`src/rtl/pipe_pkg.sv`:
```
// Shared pipeline definitions for the writeback side of the core.
// Holds the default datapath widths, the writeback-source and load-type
// codes carried down the pipe from MEM, and the WB stage state encoding.
package pipe_pkg;

  localparam int XLEN_DEF   = 32;
  localparam int REG_AW_DEF = 5;

  // Writeback data source selector (mem_wdsel)
  localparam logic [1:0] WDSEL_ALU  = 2'b00;
  localparam logic [1:0] WDSEL_LOAD = 2'b01;
  localparam logic [1:0] WDSEL_PC4  = 2'b10;
  localparam logic [1:0] WDSEL_RSVD = 2'b11;

  // Load type (mem_dmtype); unlisted codes behave as a full word load
  localparam logic [2:0] DMTYPE_LW  = 3'b000;
  localparam logic [2:0] DMTYPE_LH  = 3'b001;
  localparam logic [2:0] DMTYPE_LHU = 3'b010;
  localparam logic [2:0] DMTYPE_LB  = 3'b011;
  localparam logic [2:0] DMTYPE_LBU = 3'b100;

  typedef enum logic [1:0] {
    WB_IDLE  = 2'b00,
    WB_WRITE = 2'b01,
    WB_WAIT  = 2'b10
  } wb_state_e;

endpackage

```
`src/rtl/wb_stage_load_ext.sv`:
```
// load_ext: combinational load-data aligner / extender.
// Picks the addressed byte or halfword out of the memory read word and
// sign- or zero-extends it according to the load type.
// Ports:
//   rdata   in  XLEN  raw data-memory read word
//   addr_lo in  2     byte offset of the load address
//   dmtype  in  3     load type code (DMTYPE_*)
//   ext     out XLEN  aligned, extended result
module load_ext
  import pipe_pkg::*;
#(
  parameter int XLEN = XLEN_DEF
) (
  input  logic [XLEN-1:0] rdata,
  input  logic [1:0]      addr_lo,
  input  logic [2:0]      dmtype,
  output logic [XLEN-1:0] ext
);

  logic [7:0]  byte_sel;
  logic [15:0] half_sel;

  // Lane selection. Halfwords only use addr_lo[1]; a misaligned offset
  // simply falls back onto the enclosing aligned halfword.
  always_comb begin
    byte_sel = rdata[7:0];
    case (addr_lo)
      2'd0: byte_sel = rdata[7:0];
      2'd1: byte_sel = rdata[15:8];
      2'd2: byte_sel = rdata[23:16];
      2'd3: byte_sel = rdata[31:24];
      default: byte_sel = rdata[7:0];
    endcase
    half_sel = addr_lo[1] ? rdata[31:16] : rdata[15:0];
  end

  always_comb begin
    ext = rdata;
    case (dmtype)
      DMTYPE_LB:  ext = {{(XLEN-8){byte_sel[7]}}, byte_sel};
      DMTYPE_LBU: ext = {{(XLEN-8){1'b0}}, byte_sel};
      DMTYPE_LH:  ext = {{(XLEN-16){half_sel[15]}}, half_sel};
      DMTYPE_LHU: ext = {{(XLEN-16){1'b0}}, half_sel};
      default:    ext = rdata;
    endcase
  end

endmodule

```
`src/rtl/wb_stage.sv`:
```
// wb_stage: writeback stage, producer side of the register-file write port.
// Holds the MEM/WB register, waits for multi-cycle load responses, extends
// load data and emits exactly one registered write slot per retired
// instruction. Also reports the destination of an outstanding load.
// Ports:
//   clk, rst                      clock, async active-high reset
//   mem_valid / mem_ready         MEM->WB handshake
//   mem_rfwr, mem_rd, mem_wdsel   write enable, destination, data source
//   mem_dmtype, mem_addr_lo       load type and byte offset
//   mem_alu, mem_pc4              ALU result and PC+4
//   dm_rvalid, dm_rdata           data-memory read response
//   RFWr, A3, WD                  registered register-file write port
//   ld_pending, ld_rd             outstanding load and its destination
//   dm_err                        sticky: read response arrived unexpectedly
//   retire_cnt                    count of write slots (wraps)
module wb_stage
  import pipe_pkg::*;
#(
  parameter int XLEN   = XLEN_DEF,
  parameter int REG_AW = REG_AW_DEF
) (
  input  logic              clk,
  input  logic              rst,
  input  logic              mem_valid,
  output logic              mem_ready,
  input  logic              mem_rfwr,
  input  logic [REG_AW-1:0] mem_rd,
  input  logic [1:0]        mem_wdsel,
  input  logic [2:0]        mem_dmtype,
  input  logic [XLEN-1:0]   mem_alu,
  input  logic [XLEN-1:0]   mem_pc4,
  input  logic [1:0]        mem_addr_lo,
  input  logic              dm_rvalid,
  input  logic [XLEN-1:0]   dm_rdata,
  output logic              RFWr,
  output logic [REG_AW-1:0] A3,
  output logic [XLEN-1:0]   WD,
  output logic              ld_pending,
  output logic [REG_AW-1:0] ld_rd,
  output logic              dm_err,
  output logic [31:0]       retire_cnt
);

  wb_state_e       state;
  logic            ld_rfwr;
  logic [2:0]      ld_dmtype;
  logic [1:0]      ld_addr_lo;
  logic [XLEN-1:0] ld_data;
  logic            accept;

  // ld_rd doubles as the latched destination of the outstanding load,
  // so only the remaining load attributes need their own registers.
  load_ext #(.XLEN(XLEN)) u_load_ext (
    .rdata   (dm_rdata),
    .addr_lo (ld_addr_lo),
    .dmtype  (ld_dmtype),
    .ext     (ld_data)
  );

  assign mem_ready = ~rst & (state != WB_WAIT);
  assign accept    = mem_valid & mem_ready;

  // Single FSM with registered write port. A slot is the cycle following
  // the edge that entered WRITE; A3/WD keep their last values outside slots
  // so a suppressed write (rd=0 or rfwr=0) still shows what retired.
  always_ff @(posedge clk or posedge rst) begin
    if (rst) begin
      state      <= WB_IDLE;
      RFWr       <= 1'b0;
      A3         <= '0;
      WD         <= '0;
      ld_pending <= 1'b0;
      ld_rd      <= '0;
      ld_rfwr    <= 1'b0;
      ld_dmtype  <= DMTYPE_LW;
      ld_addr_lo <= 2'b00;
      dm_err     <= 1'b0;
      retire_cnt <= 32'd0;
    end else begin
      if (dm_rvalid && (state != WB_WAIT)) begin
        dm_err <= 1'b1;
      end
      case (state)
        WB_WAIT: begin
          if (dm_rvalid) begin
            state      <= WB_WRITE;
            RFWr       <= ld_rfwr & (ld_rd != '0);
            A3         <= ld_rd;
            WD         <= ld_data;
            retire_cnt <= retire_cnt + 32'd1;
            ld_pending <= 1'b0;
            ld_rd      <= '0;
          end
        end
        default: begin
          RFWr <= 1'b0;
          if (accept) begin
            if (mem_wdsel == WDSEL_LOAD) begin
              state      <= WB_WAIT;
              ld_pending <= 1'b1;
              ld_rd      <= mem_rd;
              ld_rfwr    <= mem_rfwr;
              ld_dmtype  <= mem_dmtype;
              ld_addr_lo <= mem_addr_lo;
            end else begin
              state      <= WB_WRITE;
              RFWr       <= mem_rfwr & (mem_rd != '0);
              A3         <= mem_rd;
              WD         <= (mem_wdsel == WDSEL_PC4) ? mem_pc4 : mem_alu;
              retire_cnt <= retire_cnt + 32'd1;
            end
          end else begin
            state <= WB_IDLE;
          end
        end
      endcase
    end
  end

endmodule

```
`config.mk`:
```
export PLATFORM = sky130hd
export DESIGN_NAME = wb_stage
export DESIGN_NICKNAME = d
export VERILOG_FILES = /design/src/rtl/pipe_pkg.sv /design/src/rtl/wb_stage_load_ext.sv /design/src/rtl/wb_stage.sv
export SDC_FILE = /design/constraint.sdc
export NUM_CORES = 1
export LEC_CHECK = 0
export CAP_MARGIN = 40
export CORE_UTILIZATION = 34
export DETAILED_ROUTE_END_ITERATION = 16
export PLACE_DENSITY = 0.67
export SYNTH_ARGS = -nofsm -noshare
export SYNTH_HDL_FRONTEND = slang
export SYNTH_HIERARCHICAL = 1
export SYNTH_SLANG_ARGS = --single-unit
```
`constraint.sdc`:
```
create_clock -name clk -period 2.75 [get_ports clk]
set_clock_uncertainty 0.1 [all_clocks]
set_input_delay 0.275 -clock clk [delete_from_list [all_inputs] [get_ports clk]]
set_output_delay 0.275 -clock clk [all_outputs]
set_load 0.05 [all_outputs]
```
==> flow_metrics.tcl, run 1 <==
set metrics [dict create \
    status "complete, no violations" \
    area_growth_pct 47.4 \
    grt_usage 0.210 \
    max_cap_violations 0 \
    drt_wl_total_mm 16.1 \
    place_congestion 0.869 \
    synth_cells 541 \
    layout_setup_ws_ps 397 \
    clock_path_buffers 2 \
    fin_crit_ps 2350 \
    yosysWarningCount 6 \
    port_buffers 190 \
    p_seq_frac 0.314 \
    start_util 0.350 \
    synth.avg_cell_area_um2 9.45 \
    clk_pin_slew_ps 60 \
    finalSetupViolCount 0 \
    setup_tns_ps 0 \
    ios 191 \
    num_rows 44 \
    die_area_mm2 0.0155 \
    hold_viol_final 0 \
    synth-seq-cells 85 \
    dpl.hpwl_mm 12.4 \
    syn_area_mm2 0.00511 \
    reg2reg_depth 6 \
    drt-pass1-iter-count 5 \
    p_per_area_mw_per_mm2 699 \
    die_y_um 125 \
    cts_resized 0 \
    required_ps 2870 \
    grt_start_max_net_pins 67 \
    cts_buffers 9 \
    worst_pin_slew_ps 734 \
    wl_per_cell_um 17.7 \
    grt_pass1_vias 4859 \
    worst-path-stages 6 \
    insertion_delay_ps 350 \
    hold_path_class "in2async" \
    cp_slowest_stage_delay_ps 490 \
    slew_viol_final 0 \
    p_int_uw 3170 \
    rsz0062_at_grt "no" \
    cts.sinks 85 \
    fmaxAchievable_mhz 425 \
    cp_top_family "compound AO/OA/AOI/OAI gates" \
    antenna_found_initial 1 \
    r2r_setup_slack_ps 400 \
    cp.buffers_inverters 1 \
    hold_buffers 0 \
    via_count 4859 \
    reg2reg_from "ld_addr_lo[1]" \
    die_w_um 125 \
    grt_overflow_total 0 \
    p_switching_uw 2090 \
    final_util 0.516 \
    p_comb_frac 0.438 \
    crit_path_end "WD[3]" \
    multi_input_area_mm2 0.00279 \
    ir_drop_v 0.000395 \
    n_fill_cell 1299 \
    cp_slowest_cell "dfrtp_1" \
    vias_per_cell 5.34 \
    cts_root_buf "clkbuf_16" \
    ys.flop_type "dfrtp_1" \
    finalNetCount 836 \
    pwr-share-clk 0.249 \
    r2r_end "WD[3]" \
    final_common_cell "clkdlybuf4s50_1" \
    maxSlewHeadroom 0.511 \
    cp_data_arrival_time_ps 2480 \
    path_max_fanout 15 \
    startpoint "ld_addr_lo[1]" \
    critPathKind "reg2reg" \
    place_ws_ps 298 \
    ys_seq_area_frac 0.416 \
    switching_share 0.397 \
    async_reset_ff_frac 1.00 \
    ctsHtreeMaxLevel 3 \
    regArea_mm2 0.00213 \
    synthDistinctLibCells 55 \
    end_kind "flop" \
    synth_edf_count 0 \
    drtIter0Drc 370 \
    diodes 0 \
    cts_tree "done" \
    core_area_mm2 0.0146 \
    start_kind "flop" \
    grt_first_pass_wirelength_mm 25.6 \
    crit_chain "buf_4 -> nand2_1 -> o221a_2 -> a221o_1 -> a21oi_1 -> o21ai_0" \
    final_cell_mix "clkdlybuf4s50_1 (189), dfrtp_1 (85), nand2_1 (62)" \
    post-route-period-util 0.856 \
    synth_nets 655 \
    postCtsSetupBuffers 0 \
    ant_nets 0 \
    drive_gt1_frac 0.0909 \
    leakagePower_uw 0.00318 \
    drc 0 \
]
==> metrics by stage <==
stage	cells	area (um2)	total power, uW	hold slack (ps)
after floorplan	541	5120	3160	292
after global placement	894	7210	3940	361
after detailed placement	895	7220	3970	370
after CTS	910	7530	5310	173
after global routing	910	7530	5510	195
final	910	7530	5260	182
==> cells by family after synthesis <==
kind of cell	Yosys count	synth area share
DFF	85	0.416
adders and majority gates	1	0.00245
and+or+nand+nor	196	0.194
muxes	47	0.113
AOI/OAI and AO/OA	138	0.174
buffers and inverters	41	0.0433
xor gates and xnor gates	33	0.0566
==> state kept, by name (all words and copies together), names as in the netlist, 2 cells and up <==
name / cells
ld_rd: 5
retire_cnt: 32
WD: 32
A3: 5
ld_dmtype: 3
state: 2
ld_addr_lo: 2
==> metal layers <==
layer	track usage	wire length, um	up-vias
met3	0.0473	909	33
li1	-	-	2311
met4	0.0751	426	0
met2	0.340	7730	166
met1	0.274	7070	2349
met5	0	0	-
==> layout make-up <==
| class | instances | area share |
|---|---|---|
| clock buffer | 10 | 0.0304 |
| clock inverter | 5 | 0.0111 |
| inverter | 4 | 0.00249 |
| multi-input combinational | 415 | 0.370 |
| sequential | 85 | 0.282 |
| tap | 184 | 0.0306 |
| timing repair buffer | 207 | 0.273 |
==> cell usage after synthesis (10+ instances only) <==
cell type  number  share of area
clkbuf_1       16          0.012
xor2_1         12          0.021
nand2_1        62          0.046
nor2b_1        10          0.012
nor2_1         48          0.035
nand2b_1       10          0.012
a21oi_1        41          0.040
a211o_1        16          0.027
buf_2          12          0.012
xnor2_1        21          0.036
nor3_1         11          0.011
nand3_1        10         0.0098
dfrtp_1        85           0.42
o21ai_0        34          0.033
mux2i_1        33          0.065
==> how the worst min path moves through the flow <==
stage | cells after the start | slack (ps) | to
after floorplan | 1 | 290 | dm_err
after global placement | 1 | 360 | retire_cnt[31]
after detailed placement | 2 | 370 | WD[17]
after CTS | 2 | 170 | A3[3]
after global routing | 2 | 200 | A3[3]
final | 2 | 180 | ld_rd[3]
==> power by group through the flow <==
stage / clock network [uW] / logic (uW) / registers (uW)
after floorplan: 0 / 880 / 2280
after global placement: 0 / 2270 / 1660
after detailed placement: 0 / 2300 / 1670
after CTS: 1350 / 2310 / 1650
after global routing: 1390 / 2430 / 1680
final: 1310 / 2300 / 1650
No activity file was read; power rests on OpenSTA's default activity.
==> run 2: changes to the inputs <==
Settings changed: SETUP_SLACK_MARGIN set to 0.05.
==> run 2 against run 1 <==
Against the previous run: flip-flop and latch count unchanged; final cell count decreased by 0.44%; via count decreased by 0.99%; setup slack improved by 7.8 ps; largest cell class unchanged; combinational power about the same; hold slack improved by 190 ps; final area decreased by 0.75%; power decreased by 1.1%; routed wire length decreased by 1.1%; sequential share of layout area increased by 0.21 points; sequential power about the same.
==> flow_metrics.tcl, run 2 (synthesized netlist as in run 1, its figures left out) <==
set metrics [dict create \
    antenna_found_initial 0 \
    clk_pin_slew_ps 60 \
    grt_overflow_total 0 \
    p_switching_uw 2120 \
    drtIter0Drc 373 \
    start_kind "flop" \
    drt_wl_total_mm 16.0 \
    hold_path_class "reg2reg" \
    regArea_mm2 0.00213 \
    port_buffers 190 \
    finalNetCount 831 \
    cts_resized 0 \
    grt_pass1_vias 4856 \
    p_per_area_mw_per_mm2 696 \
    cts_root_buf "clkbuf_16" \
    pwr-share-clk 0.239 \
    postCtsSetupBuffers 0 \
    slew_viol_final 0 \
    final_cell_mix "clkdlybuf4s50_1 (189), dfrtp_1 (85), nand2_1 (62)" \
    post-route-period-util 0.853 \
    vias_per_cell 5.31 \
    worst_pin_slew_ps 664 \
    required_ps 2380 \
    reg2reg_from "ld_addr_lo[1]" \
    end_kind "primary output" \
    critPathKind "reg2out" \
    finalSetupViolCount 0 \
    grt_first_pass_wirelength_mm 25.8 \
    diodes 0 \
    hold_viol_final 0 \
    p_comb_frac 0.446 \
    fin_area_mm2 0.00747 \
    p_seq_frac 0.315 \
    max_cap_violations 0 \
    ant_nets 0 \
    path_max_fanout 65 \
    wl_per_cell_um 17.6 \
    final_common_cell "clkdlybuf4s50_1" \
    hold_start "dm_err" \
    place_congestion 0.888 \
    status "complete, no violations" \
    n_fill_cell 1318 \
    drive_gt1_frac 0.0859 \
    drc 0 \
    fin_crit_ps 2340 \
    start_util 0.350 \
    insertion_delay_ps 350 \
    drt-pass1-iter-count 5 \
    cts_tree "done" \
    die_area_mm2 0.0155 \
    startpoint "state[0]" \
    leakagePower_uw 0.00315 \
    setup_tns_ps 0 \
    core_area_mm2 0.0146 \
    die_y_um 125 \
    fmaxAchievable_mhz 426 \
    multi_input_area_mm2 0.00279 \
    die_w_um 125 \
    dpl.hpwl_mm 12.2 \
    ios 191 \
    rsz0062_at_grt "no" \
    p_int_uw 3090 \
    cp_data_arrival_time_ps 1970 \
    area_growth_pct 46.3 \
    reg.largest.list "WD (32), retire_cnt (32)" \
    ctsHtreeMaxLevel 3 \
    num_rows 44 \
    ir_drop_v 0.000308 \
    postPlaceCellArea_mm2 0.00718 \
    hold_buffers 0 \
    grt_start_max_net_pins 67 \
    via_count 4811 \
    cts.sinks 85 \
    switching_share 0.407 \
    grt_usage 0.213 \
    clock_path_buffers 2 \
    cts_buffers 9 \
    maxSlewHeadroom 0.557 \
]
==> run 2: changes by cell type in the layout (fill, tap and decap cells not counted), sizes merged <==
cell	previous run	this run
inv	4	5
clkinvlp	3	2
buf	18	13
clkinv	0	2
bufinv	2	1
==> run 2: layer usage <==
layer / GRT usage / part of all wire
met5: 0 / 0
met1: 0.274 / 0.43
met2: 0.350 / 0.49
met3: 0.0460 / 0.051
met4: 0.0751 / 0.026
==> run 2: cell type report <==
class / instances / share of cell area
Sequential cell: 85 / 0.285
Clock inverter: 6 / 0.00921
Clock buffer: 10 / 0.0306
Tap cell: 184 / 0.0308
Multi-Input combinational cell: 415 / 0.373
Timing Repair Buffer: 202 / 0.270
Inverter: 4 / 0.00251
==> run 2: power groups by stage <==
stage / Combinational (uW) / Clock (uW) / Sequential [uW]
floorplan: 885 / 0 / 2280
global placement: 2290 / 0 / 1650
detailed placement: 2320 / 0 / 1660
CTS: 2330 / 1270 / 1640
global route: 2450 / 1330 / 1680
finish: 2320 / 1240 / 1640
==> run 2: through the flow <==
step                hold WS (ps)  instances  worst slack, ps  total power [uW]   util
floorplan                    292        541            -32.1              3170      -
global placement             362        889              256              3940  0.491
detailed placement           353        890              281              3980  0.492
CTS                          372        906              369              5240  0.512
global route                 396        906              224              5450  0.512
finish                       374        906              405              5200  0.512
==> run 2: path summary, 6_finish.rpt <==
check                             end  slack (ps)  cells past startpoint
setup reg to reg                WD[1]         550                      6
max in group asynchronous      WD[29]        1090                      4
hold reg to reg                dm_err         370                      1
setup / recovery            mem_ready         410                      4
hold / removal                 dm_err         370                      1
min in group asynchronous  ld_pending         430                      3
==> run 2: critical path: stages, from the launching register on <==
cell and delay [ps]:
dfrtp_1 380, and2b_2 380, buf_4 560, nor2_1 90, buf_4 210
==> run 3: changes to the inputs <==
Settings changed: PLACE_DENSITY 0.67 to 0.78.
==> run 3 against run 2 <==
Against the previous run: final cell count is 0.44% higher; largest power group unchanged; core utilization is 0.15 points higher; power fell by 1.0%; sequential power about the same; critical endpoint is now WD[16]; via count rose by 0.17%; highest routed layer unchanged; register-to-register slack worse by 160 ps; hold slack got worse by 7.3 ps.
==> flow_metrics.tcl, run 3 (synthesized netlist as in run 1, its figures left out) <==
set metrics [dict create \
    vias_per_cell 5.30 \
    hold_viol_final 0 \
    grt_first_pass_wirelength_mm 24.9 \
    grt_pass1_vias 4565 \
    p_comb_frac 0.447 \
    slew_viol_final 0 \
    p_seq_frac 0.323 \
    status "complete, no violations" \
    antenna_found_initial 0 \
    insertion_delay_ps 340 \
    path_max_fanout 16 \
    reg.largest.list "WD (32), retire_cnt (32)" \
    max_cap_violations 0 \
    n_fill_cell 1358 \
    layout_setup_ws_ps 389 \
    post-route-period-util 0.859 \
    switching_share 0.403 \
    final_common_cell "clkdlybuf4s50_1" \
    drt-pass1-iter-count 5 \
    drt_wl_total_mm 15.7 \
    die_y_um 125 \
    cp.buffers_inverters 0 \
    ctsHtreeMaxLevel 3 \
    final_cell_mix "clkdlybuf4s50_1 (189), dfrtp_1 (85), nand2_1 (62)" \
    grt_overflow_total 0 \
    maxSlewHeadroom 0.558 \
    r2r_setup_slack_ps 390 \
    ios 191 \
    final_cells 910 \
    cp_data_arrival_time_ps 2470 \
    dpl.hpwl_mm 12.0 \
    core_area_mm2 0.0146 \
    port_buffers 190 \
    critPathKind "reg2reg" \
    place_congestion 0.875 \
    hold_path_class "reg2reg" \
    leakagePower_uw 0.00317 \
    finalNetCount 836 \
    dp_cells 895 \
    grt_start_max_net_pins 67 \
    cp_slowest_cell "dfrtp_1" \
    place_ws_ps 333 \
    required_ps 2860 \
    cp_top_family "flip-flops" \
    drive_gt1_frac 0.0895 \
    cp_slowest_stage_delay_ps 610 \
    drtIter0Drc 378 \
    hold_buffers 0 \
    pwr-share-clk 0.230 \
    ant_nets 0 \
    wl_per_cell_um 17.2 \
    grt_usage 0.204 \
    setup_tns_ps 0 \
    worst-path-stages 5 \
    crit_chain "mux4_2 -> and4b_1 -> a211o_1 -> a21oi_1 -> o21ai_0" \
    area_growth_pct 46.7 \
    r2r_end "WD[16]" \
    postCtsSetupBuffers 0 \
    hold_start "retire_cnt[31]" \
    startpoint "ld_addr_lo[1]" \
    cts_root_buf "clkbuf_16" \
    start_util 0.350 \
    cts.sinks 85 \
    diodes 0 \
    num_rows 44 \
    clk_pin_slew_ps 60 \
    fin_crit_ps 2360 \
    via_count 4819 \
    reg2reg_depth 5 \
    cts_resized 0 \
    rsz0062_at_grt "no" \
    reg2reg_from "ld_addr_lo[1]" \
    ir_drop_v 0.000340 \
    drc 0 \
    crit_path_end "WD[16]" \
    p_int_uw 3070 \
    die_w_um 125 \
    end_kind "flop" \
    clock_path_buffers 2 \
    p_switching_uw 2080 \
    fmaxAchievable_mhz 423 \
    worst_pin_slew_ps 662 \
    die_area_mm2 0.0155 \
    cts_buffers 9 \
    finalSetupViolCount 0 \
    p_per_area_mw_per_mm2 687 \
    cts_tree "done" \
    start_kind "flop" \
]
## run 3: cell count changes in the layout (fill, tap and decap cells not counted)
cell	change
buf_4	+5
clkbuf_1	+1
clkinv_4	-1
clkinvlp_4	+1
inv_6	-2
## run 3: worst min path at each step
stage,cells past startpoint,slack [ps],to
after detailed placement,1,360,dm_err
final,1,370,retire_cnt[31]
after floorplan,1,290,dm_err
after global placement,1,340,dm_err
after CTS,1,370,retire_cnt[31]
after global routing,1,400,retire_cnt[31]
## run 3: area by class of cell
type	count	area (um2)	share of cell area
Tap cell	184	230	0.0307
Timing Repair Buffer	207	2050	0.274
Inverter	4	18.8	0.00250
Clock inverter	4	50.0	0.00668
Sequential cell	85	2130	0.284
Multi-Input combinational cell	415	2790	0.372
Clock buffer	11	233	0.0310
## run 3: metal layers
metal  global-route usage  wire length (um)  vias up
met3               0.0451              1150       19
met2                0.328              7470      189
met5                    0                 0        -
li1                     -                 -     2314
met4               0.0695               327        0
met1                0.272              6710     2297
## run 3: stage by stage
stage               hold WS [ps]   util  area, um2  power, uW
finish                       367  0.514       7500       5150
global route                 404  0.514       7500       5430
CTS                          375  0.514       7500       5190
detailed placement           362  0.494       7210       3990
global placement             343  0.494       7210       3960
floorplan                    292      -       5140       3170
## run 3: power groups by stage
stage	combinational [uW]	clock [uW]	sequential (uW)
detailed placement	2300	0	1690
floorplan	885	0	2280
global route	2440	1280	1710
finish	2300	1180	1670
CTS	2300	1220	1670
global placement	2270	0	1690
## run 3: worst register-to-register path, cell delays in order (launching register included)
cell and delay, ps:
dfrtp_1 610, mux4_2 590, and4b_1 410, a211o_1 330, a21oi_1 110, o21ai_0 80
